===== src/rtl/sophon_pkg.sv =====
// Shared LSU/APB types and helpers for the external-memory path.
package sophon_pkg;

    localparam logic [1:0] LSU_SIZE_B = 2'd0;
    localparam logic [1:0] LSU_SIZE_H = 2'd1;
    localparam logic [1:0] LSU_SIZE_W = 2'd2;

    typedef struct packed {
        logic        req;
        logic        we;
        logic [31:0] addr;
        logic [31:0] wdata;
        logic [3:0]  strb;
        logic [1:0]  size;
        logic [3:0]  amo;
    } lsu_req_t;

    typedef struct packed {
        logic        ack;
        logic        error;
        logic [31:0] rdata;
    } lsu_ack_t;

    typedef struct packed {
        logic [31:0] paddr;
        logic        psel;
        logic        penable;
        logic        pwrite;
        logic [31:0] pwdata;
        logic [3:0]  pstrb;
        logic [2:0]  pprot;
    } apb_req_t;

    typedef struct packed {
        logic        pready;
        logic [31:0] prdata;
        logic        pslverr;
    } apb_rsp_t;

    typedef enum logic [1:0] {
        ST_IDLE,
        ST_SETUP,
        ST_ACCESS,
        ST_RESP
    } bridge_state_e;

    // Doubleword (size 3) cannot be carried on a 32-bit APB, so it is always rejected.
    function automatic logic is_misaligned(input logic [1:0] size, input logic [1:0] addr_lo);
        logic bad;
        case (size)
            LSU_SIZE_B: bad = 1'b0;
            LSU_SIZE_H: bad = addr_lo[0];
            LSU_SIZE_W: bad = (addr_lo != 2'b00);
            default:    bad = 1'b1;
        endcase
        return bad;
    endfunction

endpackage


===== src/rtl/lsu_apb_bridge.sv =====
// LSU request/ack to APB4 master bridge with illegal-access filter and bus timeout.
//
// state  | meaning
// IDLE   | waiting for lsu_req_i.req; filters AMO/misaligned requests
// SETUP  | APB setup phase, psel=1 penable=0
// ACCESS | APB access phase, waiting for pready or timeout
// RESP   | one-cycle ack pulse back to the LSU
module lsu_apb_bridge
    import sophon_pkg::*;
#(
    parameter int unsigned TIMEOUT_CYCLES = 256,
    parameter logic [2:0]  PPROT_VAL      = 3'b000,
    parameter int          ADDR_W         = 32
) (
    input  logic              clk_i,
    input  logic              rst_i,
    input  lsu_req_t          lsu_req_i,
    output lsu_ack_t          lsu_ack_o,
    output logic [ADDR_W-1:0] paddr_o,
    output logic              psel_o,
    output logic              penable_o,
    output logic              pwrite_o,
    output logic [31:0]       pwdata_o,
    output logic [3:0]        pstrb_o,
    output logic [2:0]        pprot_o,
    input  logic              pready_i,
    input  logic [31:0]       prdata_i,
    input  logic              pslverr_i
);

    localparam int CNT_W = (TIMEOUT_CYCLES > 1) ? $clog2(TIMEOUT_CYCLES) : 1;
    localparam logic [CNT_W-1:0] TO_LAST = CNT_W'((TIMEOUT_CYCLES > 0) ? TIMEOUT_CYCLES - 1 : 0);
    localparam logic TO_EN = (TIMEOUT_CYCLES != 0);

    bridge_state_e    state_q;
    logic [CNT_W-1:0] cnt_q;
    logic             ack_q;
    logic             err_q;
    logic [31:0]      rdata_q;
    logic             illegal;

    assign illegal   = (lsu_req_i.amo != 4'h0) || is_misaligned(lsu_req_i.size, lsu_req_i.addr[1:0]);
    assign pprot_o   = PPROT_VAL;
    assign lsu_ack_o = '{ack: ack_q, error: err_q, rdata: rdata_q};

    // Bridge FSM; all APB and ack outputs are registered here so they stay stable per phase.
    always_ff @(posedge clk_i or posedge rst_i) begin
        if (rst_i) begin
            state_q   <= ST_IDLE;
            cnt_q     <= '0;
            ack_q     <= 1'b0;
            err_q     <= 1'b0;
            rdata_q   <= '0;
            paddr_o   <= '0;
            psel_o    <= 1'b0;
            penable_o <= 1'b0;
            pwrite_o  <= 1'b0;
            pwdata_o  <= '0;
            pstrb_o   <= '0;
        end else begin
            ack_q <= 1'b0;
            case (state_q)
                ST_IDLE: begin
                    if (lsu_req_i.req) begin
                        if (illegal) begin
                            state_q <= ST_RESP;
                            ack_q   <= 1'b1;
                            err_q   <= 1'b1;
                            rdata_q <= '0;
                        end else begin
                            state_q  <= ST_SETUP;
                            psel_o   <= 1'b1;
                            paddr_o  <= ADDR_W'(lsu_req_i.addr);
                            pwrite_o <= lsu_req_i.we;
                            pwdata_o <= lsu_req_i.wdata;
                            pstrb_o  <= lsu_req_i.we ? lsu_req_i.strb : 4'b0000;
                        end
                    end
                end
                ST_SETUP: begin
                    state_q   <= ST_ACCESS;
                    penable_o <= 1'b1;
                    cnt_q     <= '0;
                end
                ST_ACCESS: begin
                    if (pready_i) begin
                        state_q   <= ST_RESP;
                        psel_o    <= 1'b0;
                        penable_o <= 1'b0;
                        ack_q     <= 1'b1;
                        err_q     <= pslverr_i;
                        rdata_q   <= pwrite_o ? 32'h0 : prdata_i;
                        cnt_q     <= '0;
                    end else if (TO_EN && (cnt_q == TO_LAST)) begin
                        state_q   <= ST_RESP;
                        psel_o    <= 1'b0;
                        penable_o <= 1'b0;
                        ack_q     <= 1'b1;
                        err_q     <= 1'b1;
                        rdata_q   <= '0;
                        cnt_q     <= '0;
                    end else begin
                        cnt_q <= cnt_q + CNT_W'(1);
                    end
                end
                ST_RESP: begin
                    // No relaunch here: upstream still holds req during the ack cycle.
                    state_q <= ST_IDLE;
                    cnt_q   <= '0;
                    err_q   <= 1'b0;
                    rdata_q <= '0;
                end
                default: state_q <= ST_IDLE;
            endcase
        end
    end

endmodule


===== config.mk =====
export PLATFORM = sky130hd
export DESIGN_NAME = lsu_apb_bridge
export DESIGN_NICKNAME = d
export VERILOG_FILES = /design/src/rtl/sophon_pkg.sv /design/src/rtl/lsu_apb_bridge.sv
export SDC_FILE = /design/constraint.sdc
export NUM_CORES = 1
export LEC_CHECK = 0
export CELL_PAD_IN_SITES_DETAIL_PLACEMENT = 1
export CELL_PAD_IN_SITES_GLOBAL_PLACEMENT = 1
export CORE_ASPECT_RATIO = 1.5
export CORE_UTILIZATION = 48
export DETAILED_ROUTE_END_ITERATION = 16
export DONT_BUFFER_PORTS = 1
export GPL_TIMING_DRIVEN = 1
export PLACE_DENSITY_LB_ADDON = 0.1
export RECOVER_POWER = 100
export SYNTH_ARGS = -nofsm -noshare
export SYNTH_HDL_FRONTEND = slang
export SYNTH_SLANG_ARGS = --single-unit
export TNS_END_PERCENT = 30

===== constraint.sdc =====
create_clock -name clk_i -period 5 [get_ports clk_i]
set_input_delay 1 -clock clk_i [delete_from_list [all_inputs] [get_ports clk_i]]
set_output_delay 1 -clock clk_i [all_outputs]
set_load 0.05 [all_outputs]

After elaboration in Yosys (flattened, before gate mapping) --
Index checks and enable logic that the tools add are counted.
Word-level totals: word-level logic and storage cells 70, register bits after elaboration 115, output and inout bits 108, input port bits 112
Operators by class: equal/unequal tests 10, bitwise gates (word level) 1, add/sub/neg operators 1, reduce and logical (&&, ||, !) cells 15, muxes and demuxes 32
Operators with widths (number):
- $mux W32 | 5
- $pmux W32 S3 | 1
- $mux W8 | 2
- $pmux W8 S2 | 1
- $mux W1 | 12
- $add A8 B1 Y8 const B | 1
- $eq A8 B8 Y1 const B | 1
- $mux W2 | 4
- $pmux W2 S4 | 1
- $reduce_and A4 Y1 | 2
- $reduce_bool A2 Y1 | 4
- $eq A2 B2 Y1 const B | 3
- $ne A2 B2 Y1 const B | 3
- $pmux W1 S2 | 3
- $pmux W1 S3 | 2
- $eq A2 B1 Y1 const B | 2
- $logic_not A2 Y1 | 2
- $mux W4 | 1
- $reduce_and A2 Y1 | 2
- $reduce_bool A4 Y1 | 1
- $ne A3 B3 Y1 const B | 1
- $reduce_and A3 Y1 | 1
- $reduce_bool A3 Y1 | 1
- $reduce_or A2 Y1 | 1
- other kinds (2) | 2

Logic depth before layout (Yosys ltp) --
Gate-level depths: netlist (run 1).
depth in word-level cells 6, mapped depth 8

Least setup slack after synthesis (run 1) --
No wires, ideal clock.
path kind input to register, from input lsu_req_i[1] (netlist bit), to register paddr_o[14], cell stages on the path 5, library setup time 0.125 ns, setup slack 2.799 ns, data required time 4.875 ns, data arrival time 2.076 ns, cells stage by stage nor4_4 nand4b_1 buf_4 buf_6 mux2_4
On the way: longest elaborated chain between the ends 4
Ends and longest elaborated chain:
- start, declared | RTL line lsu_apb_bridge.sv:17 | input lsu_req_t lsu_req_i,
- $reduce_bool A4 Y1 | RTL line lsu_apb_bridge.sv:42 | assign illegal = (lsu_req_i.amo != 4'h0) || is_misaligned(lsu_req_i.size, lsu_req_i.addr[1:0]);
- $logic_or A1 B1 Y1 | RTL line lsu_apb_bridge.sv:42
- $not A1 Y1 (no line)
- $reduce_and A3 Y1 (no line)
- end signal, assigned | RTL line lsu_apb_bridge.sv:73 | paddr_o <= ADDR_W'(lsu_req_i.addr);
- end, declared | RTL line lsu_apb_bridge.sv:19 | output logic [ADDR_W-1:0] paddr_o,
Every way passes these cells. A chain may end at the register's enable or synchronous reset.

Worst setup path after layout (run 1) --
from register state_q[0], to register err_q
On the way: longest elaborated chain between the ends 3, elaborated cells on any way between the ends 9, classes of those cells eq/ne: 5; mux: 1; reduce/logical: 3
Ends and longest elaborated chain:
- start, declared | RTL line lsu_apb_bridge.sv:35 | bridge_state_e state_q;
- start signal, assigned | RTL line lsu_apb_bridge.sv:49 | state_q <= ST_IDLE;
- start signal, assigned | RTL line lsu_apb_bridge.sv:66 | state_q <= ST_RESP;
- start signal, assigned | RTL line lsu_apb_bridge.sv:71 | state_q <= ST_SETUP;
- $eq A2 B2 Y1 or $logic_not A2 Y1 (tied branches) | RTL line lsu_apb_bridge.sv:62 | case (state_q)
- $ne A3 B3 Y1 (no line), or another cell as far along
- $reduce_and A4 Y1 (no line)
- end signal, assigned | RTL line lsu_apb_bridge.sv:91 | err_q <= pslverr_i;
- end, declared | RTL line lsu_apb_bridge.sv:38 | logic err_q;
Parallel ways exist; a longest one is shown, timed or not.

==> results of run 1 <==
-- kinds of logic (layout without fill, tap and decap cells) --
group	Yosys count	after routing	share of synthesized area
muxes	99	99	0.2512
buffers and inverters	57	71	0.05838
adders and majority gates	6	6	0.01491
xor gates and xnor gates	7	7	0.01217
AOI/OAI and AO/OA	19	19	0.02187
DFF	115	115	0.5714
other	1	3	0.0007446
and+or+nand+nor	76	76	0.06932
-- registers in the layout (all words and copies together) (netlist names) --
register,cells
paddr_o,32
pwdata_o,32
rdata_q,32
cnt_q,8
pstrb_o,4
state_q,2
ack_q,1
err_q,1
penable_o,1
psel_o,1
pwrite_o,1
-- routing by layer --
| metal | part of all wire | vias up |
|---|---|---|
| li1 | - | 1255 |
| met1 | 0.38 | 1385 |
| met2 | 0.51 | 144 |
| met3 | 0.091 | 19 |
| met4 | 0.020 | 0 |
| met5 | 0 | - |
-- worst min-delay path: stages, from the launching register on --
cell and delay, ns:
dfrtp_1 0.37, nand2_1 0.06, o21ai_0 0.06
-- worst max-delay path by stage --
stage / from / to / slack [ns] / depth (start not counted)
final: state_q[0]$_DFFE_PP0P_ / err_q$_DFFE_PP0P_ / 1.58 / 6
after global routing: state_q[0]$_DFFE_PP0P_ / err_q$_DFFE_PP0P_ / 1.25 / 6
after CTS: state_q[0]$_DFFE_PP0P_ / err_q$_DFFE_PP0P_ / 2.25 / 6
after detailed placement: lsu_req_i[5] / err_q$_DFFE_PP0P_ / 2.03 / 4
after global placement: lsu_req_i[43] / err_q$_DFFE_PP0P_ / 2.05 / 4
after floorplan: rst_i / ack_q$_DFF_PP0_ / 0.96 / 1
-- metrics by stage --
step                      setup slack, ns  cell area (sq um)
after floorplan                    0.9559               5044
after global placement              2.047               5075
after detailed placement            2.027               5075
after CTS                           2.250               5700
after global routing                1.253               5485
final                               1.577               5485
-- cells in the final DEF, fill, tap and decap left out, types with 2 or more instances in the layout --
cell,netlist,layout
conb_1,1,3
ha_1,6,6
nand4b_1,2,2
nor3_1,2,2
nand2_1,46,46
a21oi_1,4,4
mux2i_1,33,33
mux2_1,0,51
o21ai_0,10,10
xnor2_1,3,3
clkbuf_1,4,3
clkbuf_16,0,17
nor2_1,13,12
dfrtp_1,115,115
and3_1,3,3
xor2_1,4,4
nor2b_1,2,2
mux2_2,15,15
clkbuf_8,0,3
nand3_1,3,4
clkinv_2,0,3
inv_1,37,36
bufinv_16,0,4
-- layout make-up --
class	instances	area (sq um)
Clock buffer	22	474.2
Multi-Input combinational cell	210	1678
Timing Repair Buffer	3	16.27
Inverter	37	141.4
Tap cell	117	146.4
Clock inverter	9	151.4
Fill cell	986	4649
Sequential cell	115	2878
-- power breakdown --
group          switching [mW]  internal, mW  leakage [nW]
clock network           0.410         0.869         0.306
registers                1.05          1.17          1.56
logic                   0.370         0.334         0.926
==> flow_metrics.env, run 1 <==
export IMPL_grt_busiest_layer="met2"
export IMPL_via_count=2803
export IMPL_arrival_ns=3.71
export IMPL_startpoint_type="flop"
export IMPL_dp_hpwl_um=7707
export IMPL_worstSetupPathType="flop to flop"
export IMPL_ir_drop_v=0.0004187
export IMPL_place_inst=482
export IMPL_async_reset_ff_frac=1.000
export IMPL_ys_seq_area_frac=0.5714
export IMPL_final_util=0.5412
export IMPL_critical_path_buf_inv_count=1
export IMPL_cts_repair_resized=0
export IMPL_relSlewSlack=-0.3763
export IMPL_whs_ns=0.5222
export IMPL_drv_cap=3
export IMPL_grt_max_degree=88
export IMPL_grt_use_met1=0.2397
export IMPL_clk_latency_ns=0.41
export IMPL_initial_utilization=0.4969
export IMPL_drc_errors=0
export IMPL_crit_path_max_incr_delay_ns=1.39
export IMPL_cp_max_fo=33
export IMPL_synth_area_leaders="dfrtp_1, mux2_4, mux2i_1, nand2_1, mux2_2"
export IMPL_crit_family="simple AND/OR/NAND/NOR gates"
export IMPL_synth_seq_cells=115
export IMPL_fin_setup_tns_ns=0
export IMPL_status="complete, but fails checks"
export IMPL_hold_viol_final=0
export IMPL_crit_chain="inv_1 > ha_1 > nor2b_1 > nor2_1 > nand3_1 > mux2_2"
export IMPL_violations="capacitance limit, slew limit"
export IMPL_synth_lib_cells_used_distinct=32
export IMPL_grtUsageMet3=0.08850
export IMPL_cts_setup_buffers=0
export IMPL_ant_nets=0
export IMPL_die_w_um=85.64
export IMPL_cts_made_buffers=17
export IMPL_place_congestion=0.7417
export IMPL_overflow=0
export IMPL_period_share=0.6845
export IMPL_hold_end="cnt_q[1]$_DFFE_PP0P_"
export IMPL_cts_path_max_buffers=2
export IMPL_core_area_sq_um=10130
export IMPL_cp_required_ns=5.28
export IMPL_rrSetupSlack_ns=1.58
export IMPL_syn_cell_area_sq_um=5036
export IMPL_synth_top_area_frac=0.5714
export IMPL_reg2reg_to="err_q$_DFFE_PP0P_"
export IMPL_wl_um=10890
export IMPL_drtPass1Iterations=3
export IMPL_num_rows=45
export IMPL_die_h_um=127.5
export IMPL_antenna_found_initial=0
export IMPL_drtIter0Drc=82
export IMPL_first_global_vias=3219
export IMPL_period_minus_slack_ns=3.423
export IMPL_min_from="cnt_q[1]$_DFFE_PP0P_"
export IMPL_use_met2=0.3445
export IMPL_via_per_inst=5.464
export IMPL_reg2reg_from="state_q[0]$_DFFE_PP0P_"
export IMPL_synthFlopType="dfrtp_1"
export IMPL_r2r_cells=6
export IMPL_globalRouteTotalUtil=0.2118
export IMPL_worst_pin_slew_ns=2.059
export IMPL_syn_inst=380
export IMPL_ios=220
export IMPL_fin_nets=502
export IMPL_path_clk_slew_ns=0.05
export IMPL_cts_tree="done"
export IMPL_finalPower_mw=4.197
export IMPL_yosys_area_top_type="dfrtp_1"
export IMPL_powerDensity_nw_per_um2=765.1
export IMPL_rsz0062_at_grt="no"
export IMPL_synth_most_common_cell="dfrtp_1"
export IMPL_cts_sinks=115
export IMPL_drive_gt1_frac=0.1237
export IMPL_cellLeakagePower_nw=2.794
export IMPL_wl_per_cell_um=21.23
export IMPL_crit_path_top_delay_cell="nand3_1"
export IMPL_min_delay_path_depth=2
export IMPL_root_buffer="clkbuf_16"
export IMPL_final_cells=513
export IMPL_max_freq_mhz=292.2
export IMPL_syn_avg_cell_area_sq_um=13.25
export IMPL_n_antenna_cell=0
export IMPL_grt_pass1_wl_um=17180
export IMPL_htree_levels=4
export IMPL_end_kind="flop"
export IMPL_cts_hold_buf=0
export IMPL_synth_warning_count=0
export IMPL_area_delta_synth_final_pct=8.919
export IMPL_yosys_top_cells_count="dfrtp_1, mux2_4, nand2_1"
export IMPL_finalSetupViolCount=0
export IMPL_portBuffers=0
export IMPL_maxSlewViolCount=129
export IMPL_min_path_type="flop to flop"
export IMPL_synth_edf_count=0
export IMPL_fp_dieArea_sq_um=10910
export IMPL_clock_skew_ns=0.005861
Power figures use the tool's default switching activity.
==> run 2: changes to the inputs <==
Clock period 5 ns to 3.2 ns, I/O delays scaled along.
==> flow_metrics.env, run 2 (synthesis results as in run 1) <==
export IMPL_via_per_inst=5.459
export IMPL_grt_max_degree=75
export IMPL_crit_path_top_delay_cell="clkbuf_2"
export IMPL_cts_path_max_buffers=2
export IMPL_powerDensity_nw_per_um2=1174
export IMPL_overflow=0
export IMPL_num_rows=45
export IMPL_placed_area_sq_um=5116
export IMPL_place_inst=484
export IMPL_root_buffer="clkbuf_16"
export IMPL_min_path_type="input port to asynchronous set/reset pin"
export IMPL_grt_busiest_layer="met2"
export IMPL_dpl_worst_slack_ns=0.9557
export IMPL_cts_setup_buffers=0
export IMPL_rsz0062_at_grt="no"
export IMPL_drv_cap=2
export IMPL_fin_setup_tns_ns=0
export IMPL_cellLeakagePower_nw=2.797
export IMPL_finalSetupViolCount=0
export IMPL_cp_max_fo=17
export IMPL_path_common_cell="inv_1"
export IMPL_fin_nets=504
export IMPL_final_cell_mix="dfrtp_1, mux2_1, nand2_1"
export IMPL_final_cell_area_sq_um=5507
export IMPL_first_global_vias=3141
export IMPL_ios=220
export IMPL_clk_latency_ns=0.40
export IMPL_cts_made_buffers=17
export IMPL_worst_pin_slew_ns=1.653
export IMPL_fp_dieArea_sq_um=10910
export IMPL_drc_errors=0
export IMPL_drtIter0Drc=99
export IMPL_drtPass1Iterations=4
export IMPL_cts_sinks=115
export IMPL_crit_chain="inv_1 > ha_1 > inv_1 > a211o_1 > nand3_2 > clkbuf_2 > mux2i_1"
export IMPL_top_regs="paddr_o x32, pwdata_o x32, rdata_q x32"
export IMPL_end_kind="flop"
export IMPL_dp_hpwl_um=7698
export IMPL_status="complete, but fails checks"
export IMPL_path_clk_slew_ns=0.05
export IMPL_arrival_ns=2.89
export IMPL_wl_um=10780
export IMPL_core_area_sq_um=10130
export IMPL_die_w_um=85.64
export IMPL_globalRouteTotalUtil=0.2078
export IMPL_hold_viol_final=0
export IMPL_final_cells=516
export IMPL_portBuffers=0
export IMPL_finalWorstSetupSlack_ns=0.6212
export IMPL_use_met2=0.3529
export IMPL_die_h_um=127.5
export IMPL_antenna_found_initial=0
export IMPL_cts_hold_buf=0
export IMPL_maxSlewViolCount=100
export IMPL_period_share=0.8059
export IMPL_n_antenna_cell=0
export IMPL_cts_repair_resized=0
export IMPL_cts_tree="done"
export IMPL_htree_levels=4
export IMPL_layout_commonest_cell="dfrtp_1"
export IMPL_cp_required_ns=3.51
export IMPL_clock_skew_ns=0.005149
export IMPL_grtUsageMet3=0.08010
export IMPL_violations="capacitance limit, slew limit"
export IMPL_crit_path_max_incr_delay_ns=0.56
export IMPL_max_freq_mhz=387.8
export IMPL_initial_utilization=0.4969
export IMPL_worstSetupPathType="flop to flop"
export IMPL_startpoint_type="flop"
export IMPL_relSlewSlack=-0.1023
export IMPL_period_minus_slack_ns=2.579
export IMPL_ir_drop_v=0.0005328
export IMPL_grt_pass1_wl_um=16990
export IMPL_area_delta_synth_final_pct=9.342
export IMPL_ant_nets=0
export IMPL_place_congestion=0.7677
export IMPL_grt_use_met1=0.2280
export IMPL_wl_per_cell_um=20.89
export IMPL_drive_gt1_frac=0.1378
export IMPL_via_count=2817
-- run 2: path summary, 6_finish.rpt --
kind / from / endpoint / slack, ns / depth (start not counted)
setup / recovery: state_q[0]$_DFFE_PP0P_ / rdata_q[17]$_DFFE_PP0P_ / 0.62 / 7
min in group clk_i: pready_i / cnt_q[1]$_DFFE_PP0P_ / 0.35 / 1
hold / removal: rst_i / rdata_q[9]$_DFFE_PP0P_ / 0.27 / 1
setup reg to reg: state_q[0]$_DFFE_PP0P_ / rdata_q[17]$_DFFE_PP0P_ / 0.62 / 7
hold reg to reg: cnt_q[1]$_DFFE_PP0P_ / cnt_q[1]$_DFFE_PP0P_ / 0.55 / 2
max in group asynchronous: rst_i / rdata_q[23]$_DFFE_PP0P_ / 0.87 / 2
-- run 2: metal layers --
| metal | up-vias | part of all wire |
|---|---|---|
| li1 | 1269 | - |
| met3 | 15 | 0.087 |
| met1 | 1388 | 0.36 |
| met4 | 0 | 0.019 |
| met2 | 145 | 0.53 |
| met5 | - | 0 |
-- run 2: critical path: cells and delay by family (launching register included) --
| family | cells | cell delay [ns] |
|---|---|---|
| AOI/OAI and AO/OA | 1 | 0.25 |
| adders and majority gates | 1 | 0.32 |
| buffers and inverters | 3 | 0.80 |
| DFF | 1 | 0.41 |
| muxes | 1 | 0.28 |
| and+or+nand+nor | 1 | 0.40 |
-- run 2: report_power, final --
group | switching (mW) | total [mW] | internal, mW
Combinational | 0.576 | 1.05 | 0.470
Clock | 0.688 | 1.97 | 1.28
Sequential | 1.63 | 3.45 | 1.82
-- run 2: final cells by class --
type	count	area [sq um]
Sequential cell	115	2878
Timing Repair Buffer	5	28.78
Fill cell	1014	4628
Clock inverter	13	177.7
Multi-Input combinational cell	210	1683
Clock buffer	19	452.9
Inverter	37	140.1
Tap cell	117	146.4
-- run 2: metrics by stage --
| stage | util | power [mW] | hold WS, ns |
|---|---|---|---|
| 4_1_cts | 0.5670 | 6.685 | 0.1375 |
| 6_report | 0.5433 | 6.465 | 0.2726 |
| 3_5_place_dp | 0.5048 | 4.688 | 0.5418 |
| 2_1_floorplan | - | 4.389 | 0.4781 |
| 5_1_grt | 0.5433 | 6.759 | 0.3071 |
| 3_3_place_gp | 0.5048 | 4.649 | 0.5133 |
==> run 3: changes to the inputs <==
Clock period 3.2 ns to 2.4 ns, I/O delays scaled along.
==> flow_metrics.env, run 3 (synthesis results as in run 1) <==
export IMPL_max_freq_mhz=463.0
export IMPL_die_w_um=85.64
export IMPL_cp_startpoint="state_q[0]$_DFFE_PP0P_"
export IMPL_cts_sinks=115
export IMPL_dr_wl_met2_um=5336
export IMPL_portBuffers=0
export IMPL_overflow=0
export IMPL_critical_path_buf_inv_count=3
export IMPL_period_minus_slack_ns=2.160
export IMPL_drtPass1Iterations=4
export IMPL_cts_path_max_buffers=2
export IMPL_wl_um=10830
export IMPL_clk_latency_ns=0.40
export IMPL_ios=220
export IMPL_area_delta_synth_final_pct=9.640
export IMPL_htree_levels=4
export IMPL_maxSlewViolCount=0
export IMPL_crit_path_top_delay_cell="dfrtp_1"
export IMPL_num_fill_cells=1022
export IMPL_dr_wl_met3_um=924
export IMPL_cellLeakagePower_nw=2.799
export IMPL_wl_met1_um=4309
export IMPL_grt_pass1_wl_um=16690
export IMPL_cts_repair_resized=0
export IMPL_rsz0062_at_grt="no"
export IMPL_final_cells=522
export IMPL_worstSetupPathType="flop to flop"
export IMPL_ant_nets=0
export IMPL_startpoint_type="flop"
export IMPL_via_count=2879
export IMPL_core_area_sq_um=10130
export IMPL_dp_hpwl_um=7769
export IMPL_via_per_inst=5.515
export IMPL_num_rows=45
export IMPL_relSlewSlack=0.3236
export IMPL_cts_tree="done"
export IMPL_min_from="pready_i"
export IMPL_end_kind="flop"
export IMPL_wl_per_cell_um=20.75
export IMPL_cp_required_ns=2.68
export IMPL_path_clk_slew_ns=0.05
export IMPL_min_path_type="input port to flop"
export IMPL_cp_max_fo=16
export IMPL_crit_chain="inv_1 > ha_1 > nand2_1 > nand4b_1 > buf_12 > clkbuf_2 > mux2_4"
export IMPL_finalSetupViolCount=0
export IMPL_fin_nets=509
export IMPL_ir_drop_v=0.0007499
export IMPL_place_inst=488
export IMPL_layout_commonest_cell="dfrtp_1"
export IMPL_cts_hold_buf=1
export IMPL_hold_viol_final=0
export IMPL_arrival_ns=2.44
export IMPL_crit_path_max_incr_delay_ns=0.41
export IMPL_first_global_vias=3227
export IMPL_place_congestion=0.7361
export IMPL_clock_skew_ns=0.005722
export IMPL_antenna_found_initial=1
export IMPL_reg2reg_from="state_q[0]$_DFFE_PP0P_"
export IMPL_status="complete, no violations"
export IMPL_drive_gt1_frac=0.1510
export IMPL_initial_utilization=0.4969
export IMPL_drtIter0Drc=85
export IMPL_drv_cap=0
export IMPL_fin_setup_tns_ns=0
export IMPL_period_share=0.8998
export IMPL_finalWorstSetupSlack_ns=0.2404
export IMPL_dpl_worst_slack_ns=0.3479
export IMPL_crit_family="buffers and inverters"
export IMPL_cts_setup_buffers=0
export IMPL_globalRouteTotalUtil=0.2044
export IMPL_routed_top_layer="met4"
export IMPL_root_buffer="clkbuf_16"
export IMPL_drc_errors=0
export IMPL_grt_max_degree=60
export IMPL_final_cell_mix="dfrtp_1, mux2_1, nand2_1"
export IMPL_worst_pin_slew_ns=1.015
export IMPL_cts_made_buffers=17
export IMPL_die_h_um=127.5
export IMPL_powerDensity_nw_per_um2=1525
export IMPL_top_regs="paddr_o x32, pwdata_o x32, rdata_q x32"
export IMPL_fp_dieArea_sq_um=10910
==> run 3: cell types whose count changed in the layout (fill, tap and decap cells not counted), sizes merged, moves of 2 or more <==
cell      change
bufinv        -2
clkinv        -3
buf           +4
clkinvlp      +4
==> run 3: cell type report <==
type                       instances  area (sq um)  area share
antenna                            1         2.502   0.0004532
timing repair buffer              10         97.59     0.01768
clock inverter                    12         107.6     0.01949
tap                              117         146.4     0.02651
inverter                          37         140.1     0.02538
multi-input combinational        210          1693      0.3066
sequential                       115          2878      0.5212
clock buffer                      20         456.7     0.08271
==> run 3: report_power, final <==
part,switching [mW],total (mW),internal [mW]
registers,2.17,4.60,2.43
logic,0.786,1.46,0.670
clock network,0.889,2.36,1.47
total,3.85,8.42,4.58
==> run 3: through the flow <==
step	hold WS, ns	area, sq um	power (mW)	util
3_5_place_dp	0.3417	5171	6.248	0.5102
4_1_cts	0.1628	5746	8.652	0.5669
2_1_floorplan	0.4781	5047	5.852	-
5_1_grt	0.1834	5522	8.794	0.5448
3_3_place_gp	0.3400	5171	6.176	0.5102
6_report	0.1849	5522	8.423	0.5448
==> run 3: worst paths after layout <==
path	slack (ns)	endpoint	depth (start not counted)
max in group asynchronous	0.54	paddr_o[23]$_DFFE_PP0P_	3
worst min register to register	0.54	cnt_q[1]$_DFFE_PP0P_	2
min in group asynchronous	0.58	rdata_q[28]$_DFFE_PP0P_	2
worst max-delay path	0.24	paddr_o[13]$_DFFE_PP0P_	7
worst min-delay path	0.18	cnt_q[1]$_DFFE_PP0P_	1
worst max register to register	0.24	paddr_o[13]$_DFFE_PP0P_	7
==> run 3: routing by layer <==
metal / track usage / vias up
li1: - / 1272
met1: 0.2406 / 1440
met2: 0.3275 / 147
met3: 0.07300 / 20
met4: 0.1069 / 0
met5: 0 / -
